===== src/rtl/page_resend_buffer_if.sv =====
// page_resend_buffer_if: leaf-side packet, resend and status signals of the page resend buffer.
interface page_resend_buffer_if #(
   parameter int PKT_W  = 49,
   parameter int ADDR_W = 4
);
   logic              ap_start;
   logic [PKT_W-1:0]  din_leaf_bft2interface;
   logic              resend;
   logic              flush;
   logic [PKT_W-1:0]  dout_leaf_interface2bft;
   logic              busy;
   logic [ADDR_W:0]   stored_count;
   logic              overflow;
   logic              dropped;
   modport master (
      output ap_start, din_leaf_bft2interface, resend, flush,
      input  dout_leaf_interface2bft, busy, stored_count, overflow, dropped
   );
   modport slave (
      input  ap_start, din_leaf_bft2interface, resend, flush,
      output dout_leaf_interface2bft, busy, stored_count, overflow, dropped
   );
endinterface


===== src/rtl/page_resend_buffer.sv =====
// page_resend_buffer: circular history of valid BFT packets, replayed oldest-first on resend.
// Define PAGE_RESEND_PASSTHRU_EN to loop din back onto dout while capturing.
module page_resend_buffer #(
   parameter int PKT_W  = 49,
   parameter int ADDR_W = 4
) (
   input  logic                 clk,
   input  logic                 reset,
   page_resend_buffer_if.slave  bus
);
   localparam int DEPTH = 1 << ADDR_W;
   localparam logic [ADDR_W:0] FULL = (ADDR_W+1)'(DEPTH);
   typedef enum logic [1:0] {IDLE, CAPTURE, REPLAY} state_e;
   state_e             state_q, state_d;
   logic [ADDR_W-1:0]  wr_ptr_q, wr_ptr_d, rd_ptr_q, rd_ptr_d;
   logic [ADDR_W:0]    count_q, count_d, rem_q, rem_d;
   logic [PKT_W-1:0]   dout_q, dout_d;
   logic               ovf_q, ovf_d, drop_q, drop_d, wr_en, vld;
   logic [PKT_W-1:0]   mem_q [DEPTH];
   assign vld = bus.din_leaf_bft2interface[PKT_W-1];
   always_comb begin
      state_d  = state_q;
      wr_ptr_d = wr_ptr_q;
      rd_ptr_d = rd_ptr_q;
      count_d  = count_q;
      rem_d    = rem_q;
      ovf_d    = ovf_q;
      drop_d   = drop_q;
      dout_d   = '0;
      wr_en    = 1'b0;
      case (state_q)
         IDLE: state_d = bus.ap_start ? CAPTURE : IDLE;
         CAPTURE: begin
`ifdef PAGE_RESEND_PASSTHRU_EN
            dout_d = bus.din_leaf_bft2interface;
`else
            dout_d = '0;
`endif
            if (bus.flush) begin
               count_d = '0;
               ovf_d   = 1'b0;
               drop_d  = 1'b0;
            end else begin
               if (vld) begin
                  wr_en    = 1'b1;
                  wr_ptr_d = wr_ptr_q + 1'b1;
                  count_d  = (count_q == FULL) ? count_q : count_q + 1'b1;
                  ovf_d    = ovf_q | (count_q == FULL);
               end
               // snapshot includes a packet written in the same cycle as the resend
               if (bus.resend && count_d != '0) begin
                  state_d  = REPLAY;
                  rd_ptr_d = wr_ptr_d - count_d[ADDR_W-1:0];
                  rem_d    = count_d;
               end
            end
         end
         REPLAY: begin
            if (bus.flush) begin
               state_d = CAPTURE;
               count_d = '0;
               ovf_d   = 1'b0;
               drop_d  = 1'b0;
            end else begin
               dout_d   = mem_q[rd_ptr_q];
               rd_ptr_d = rd_ptr_q + 1'b1;
               rem_d    = rem_q - 1'b1;
               drop_d   = drop_q | vld;
               state_d  = (rem_q == 1) ? CAPTURE : REPLAY;
            end
         end
         default: state_d = IDLE;
      endcase
   end
   always_ff @(posedge clk) begin
      if (reset) begin
         state_q  <= IDLE;
         wr_ptr_q <= '0;
         rd_ptr_q <= '0;
         count_q  <= '0;
         rem_q    <= '0;
         dout_q   <= '0;
         ovf_q    <= 1'b0;
         drop_q   <= 1'b0;
      end else begin
         state_q  <= state_d;
         wr_ptr_q <= wr_ptr_d;
         rd_ptr_q <= rd_ptr_d;
         count_q  <= count_d;
         rem_q    <= rem_d;
         dout_q   <= dout_d;
         ovf_q    <= ovf_d;
         drop_q   <= drop_d;
      end
   end
   always_ff @(posedge clk) begin
      if (wr_en) mem_q[wr_ptr_q] <= bus.din_leaf_bft2interface;
   end
   assign bus.dout_leaf_interface2bft = dout_q;
   assign bus.busy                    = (state_q == REPLAY);
   assign bus.stored_count            = count_q;
   assign bus.overflow                = ovf_q;
   assign bus.dropped                 = drop_q;
endmodule


===== src/flat_wrapper.sv =====
// flat-port wrapper written by rule: the top's interface ports become plain ports
module page_resend_buffer_flat 
#(
   parameter int PKT_W  = 49,
   parameter int ADDR_W = 4
)
  (clk, reset, bus_ap_start, bus_din_leaf_bft2interface, bus_resend, bus_flush, bus_dout_leaf_interface2bft, bus_busy, bus_stored_count, bus_overflow, bus_dropped);
  page_resend_buffer_if #(.PKT_W(PKT_W), .ADDR_W(ADDR_W)) bus_i ();
  input  logic clk;
  input  logic reset;
  input wire logic [$bits(bus_i.ap_start)-1:0] bus_ap_start;
  input wire logic [$bits(bus_i.din_leaf_bft2interface)-1:0] bus_din_leaf_bft2interface;
  input wire logic [$bits(bus_i.resend)-1:0] bus_resend;
  input wire logic [$bits(bus_i.flush)-1:0] bus_flush;
  output wire logic [$bits(bus_i.dout_leaf_interface2bft)-1:0] bus_dout_leaf_interface2bft;
  output wire logic [$bits(bus_i.busy)-1:0] bus_busy;
  output wire logic [$bits(bus_i.stored_count)-1:0] bus_stored_count;
  output wire logic [$bits(bus_i.overflow)-1:0] bus_overflow;
  output wire logic [$bits(bus_i.dropped)-1:0] bus_dropped;
  assign bus_i.ap_start = bus_ap_start;
  assign bus_i.din_leaf_bft2interface = bus_din_leaf_bft2interface;
  assign bus_i.resend = bus_resend;
  assign bus_i.flush = bus_flush;
  assign bus_dout_leaf_interface2bft = bus_i.dout_leaf_interface2bft;
  assign bus_busy = bus_i.busy;
  assign bus_stored_count = bus_i.stored_count;
  assign bus_overflow = bus_i.overflow;
  assign bus_dropped = bus_i.dropped;
  page_resend_buffer #(.PKT_W(PKT_W), .ADDR_W(ADDR_W)) u_core (.clk(clk), .reset(reset), .bus(bus_i));
endmodule

===== config.mk =====
export PLATFORM = sky130hd
export DESIGN_NAME = page_resend_buffer_flat
export DESIGN_NICKNAME = d
export VERILOG_FILES = /design/src/rtl/page_resend_buffer_if.sv /design/src/rtl/page_resend_buffer.sv /design/src/flat_wrapper.sv
export SDC_FILE = /design/constraint.sdc
export NUM_CORES = 1
export LEC_CHECK = 0
export CAP_MARGIN = 25
export CORE_MARGIN = 1
export CORE_UTILIZATION = 50
export DETAILED_ROUTE_END_ITERATION = 8
export GPL_TIMING_DRIVEN = 0
export PLACE_DENSITY = 0.67
export SKIP_LAST_GASP = 1
export SYNTH_ARGS = -nofsm -noshare
export SYNTH_HDL_FRONTEND = slang
export SYNTH_SLANG_ARGS = --single-unit

===== constraint.sdc =====
create_clock -name clk -period 7.5 [get_ports clk]
set_input_delay 1.125 -clock clk [delete_from_list [all_inputs] [get_ports clk]]
set_output_delay 1.125 -clock clk [all_outputs]
set_load 0.03 [all_outputs]

==> flow_summary_export.csv <==
group,metric,value,unit
timing,min_period_over_period,55.30,%
timing,setup_viol,0,
critical_path,crit_top_cell,"buf_4",
yosys,ys_seq_area_share,76.72,%
grt,grt_pass1_vias,16104,
placement,dp_slack,2.709,ns
timing,worst_pin_slew,0.9827,ns
grt,antenna_found_initial,7,
final_layout,mostFrequentLayoutCells,"edfxtp_1, mux4_2, clkdlybuf4s50_1",
timing,finalClockSkew,0.02590,ns
placement,portBuffers,110,
grt,grtUsageMet1,29.97,%
power_and_ir_drop,irDropWorstVdd,0.0001854,V
floorplan,die-area,66100,um2
critical_path,r2r_start,"u_core.state_q[1]",
grt,grt_max_degree,22,
grt,track_usage,22.36,%
route,drc,0,
yosys,post-synth-top-area-cell,"edfxtp_1",
yosys,yosysTopAreaCellShare,72.35,%
yosys,syn_area,32540,um2
clocking,cts_inserted_buffers,84,
critical_path,cp-start-kind,"input pin",
clocking,root_buffer,"clkbuf_16",
timing,fin_setup_tns,0,ns
placement,dp_hpwl,44990,um
route,wirelength,72360,um
timing,slew_headroom,34.49,%
route,num_vias,15395,
yosys,ys_warn_count,0,
route,wl_per_cell,27.75,um
critical_path,crit_chain,"clkdlybuf4s50_1 -> buf_4 -> inv_1 -> nor2_1 -> nand2_1 -> nor3_2 -> buf_6 -> buf_4 -> buf_8",
route,ant_nets,0,
clocking,cts_tree,"built",
critical_path,cp_top_family,"buffers and inverters",
clocking,post_cts_buffers,0,
critical_path,required,7.83,ns
placement,gp_congestion,0.7760,
final_layout,drive_above_1_share,27.51,%
critical_path,cp_max_fo,17,
route,drt_iter0_drc,1603,
hold_path,hold_path.class,"reg2reg",
hold_path,hp-start,"u_core.rem_q[4]",
power_and_ir_drop,power.leakage,11.86,nW
timing,rsz0062_at_grt,"false",
critical_path,crit_buf_inv,6,
critical_path,end_kind,"register",
route,viasPerCell,5.903,
grt,overflow,0,
final_layout,final_nets,1751,
grt,met2_usage,37.47,%
yosys,ys_types,55,
outcome,outcome,"finished, final reports clean",
clocking,clkSlewWorstSetupHoldPaths,0.06,ns
yosys,synth_area_leaders,"edfxtp_1, mux4_2, dfxtp_1",
floorplan,top_level_ports,111,
grt,grt_pass1_wl,106300,um
clocking,clock-sinks,855,
clocking,htreeDepth,3,
timing,hold_violations,0,
final_layout,area_growth,18.23,%
timing,slew_viol_final,0,
critical_path,critPathMaxStageDelay,0.85,ns
final_layout,stdcell_area,38470,um2
timing,fin_crit,4.147,ns
clocking,clk_path_buf_depth,3,
clocking,clkLatencyLatePin,0.64,ns
clocking,hold_buffers,0,
timing,setup_slack,3.353,ns
placement,placed_area,35680,um2
job,cap_violations,0,
critical_path,worstReg2RegEnd,"u_core.mem_q[0][30]",
floorplan,coreArea,64350,um2
timing,fmax,241.1,MHz
critical_path,crit_type,"in2reg",
yosys,synth_flop_cell,"edfxtp_1",
critical_path,rr_worst_depth,10,
yosys,synth_edf_count,784,
clocking,cts.repair.resized,0,
grt,grt_use_met3,4.226,%
critical_path,crit_arrival,4.48,ns
floorplan,num_rows,93,
hold_path,min_path_cells,2,
yosys,synthesis.nets,1501,
final_layout,fin_util,59.79,%
final_layout,final_common_cell,"edfxtp_1",
hold_path,holdPathEnd,"u_core.rem_q[4]",
power_and_ir_drop,design_power_total,10.48,mW
grt,top_usage_layer,"met2",
floorplan,die_y,257.1,um
yosys,ys_async_sr_fraction,0,%
floorplan,initial_core_util,50.57,%
critical_path,r2r_setup_slack,4.04,ns
yosys,ys_ff_latch,855,
yosys,postSynthCellCount,1431,
yosys,postSynthAreaPerCell,22.74,um2
power_and_ir_drop,power.density,272.4,nW/um2
critical_path,cpMaxStageDelayCell,"clkdlybuf4s50_1",
route,drtPass1Iterations,5,
floorplan,die_w,257.1,um
==> per-stage QoR <==
stage | hold WS [ns] | std cells
3_5_place_dp | 0.4856 | 2449
5_1_grt | 0.5040 | 2608
3_3_place_gp | 0.4685 | 2396
2_1_floorplan | 0.4541 | 1431
6_report | 0.4949 | 2608
4_1_cts | 0.4945 | 2606
==> cell families (layout without fill, tap and decap cells) <==
family | count (synthesis) | in the layout | share of synthesized area, %
compound gates | 66 | 66 | 1.373
xor+xnor | 10 | 10 | 0.2692
fa+ha+maj | 17 | 17 | 0.6691
buf+inv | 93 | 414 | 1.492
flops | 855 | 855 | 76.72
mux | 246 | 246 | 16.99
other cells | 0 | 1 | 0
simple gates | 144 | 144 | 2.488
==> where the power goes <==
group	internal (mW)	leakage, nW	total [mW]	switching, mW
clock	2.47	1.37	4.21	1.74
sequential	5.22	7.62	5.23	0.0112
combinational	0.518	2.87	1.03	0.514
total	8.21	11.9	10.5	2.27
==> sequential cells by signal (all words and copies together) (netlist names) <==
register,flops
u_core.bus.overflow,1
u_core.mem_q,784
u_core.bus.dropped,1
u_core.state_q,2
u_core.wr_ptr_q,4
u_core.rem_q,5
u_core.bus.dout_leaf_interface2bft,49
u_core.rd_ptr_q,4
u_core.bus.stored_count,5
==> synthesized netlist by cell type, drive strengths merged, types with 8 or more instances <==
master	instances
a21oi	19
a22oi	8
buf	39
clkbuf	37
dfxtp	71
edfxtp	784
ha	15
inv	17
mux4	245
nand2	15
nand2b	8
nor2	36
nor2b	52
nor3	11
o21ai	13
==> layout make-up <==
| type | count | area, um2 |
|---|---|---|
| Clock buffer | 120 | 2391 |
| Fill cell | 4408 | 25880 |
| Timing Repair Buffer | 164 | 1973 |
| Inverter | 17 | 63.81 |
| Sequential cell | 855 | 24960 |
| Buffer | 76 | 421.7 |
| Antenna cell | 1 | 2.502 |
| Tap cell | 855 | 1070 |
| Multi-Input combinational cell | 483 | 7199 |
| Clock inverter | 37 | 385.4 |
==> worst min-delay path, delay by kind of cell (launching register included) <==
family	cells	cell delay, ns
flops	1	0.31
compound gates	1	0.06
simple gates	1	0.07
==> layer usage <==
| metal | share of wire (%) | vias to the layer above | wire length, um |
|---|---|---|---|
| li1 | - | 6502 | - |
| met1 | 41 | 8224 | 29320 |
| met2 | 51 | 541 | 36910 |
| met3 | 6.2 | 118 | 4467 |
| met4 | 2.2 | 10 | 1601 |
| met5 | 0.099 | - | 72 |
==> worst max path at each step <==
stage	startpoint	end	slack, ns	cells past startpoint
floorplan	bus_din_leaf_bft2interface[48]	u_core.mem_q[3][0]	1.85	4
global placement	bus_din_leaf_bft2interface[48]	u_core.mem_q[0][34]	-3.66	6
detailed placement	bus_din_leaf_bft2interface[48]	u_core.mem_q[0][31]	2.71	9
CTS	bus_din_leaf_bft2interface[48]	u_core.mem_q[0][35]	3.37	9
global route	bus_din_leaf_bft2interface[48]	u_core.mem_q[0][35]	3.17	9
finish	bus_din_leaf_bft2interface[48]	u_core.mem_q[0][30]	3.35	9
No activity file was read; power rests on OpenSTA's default activity.
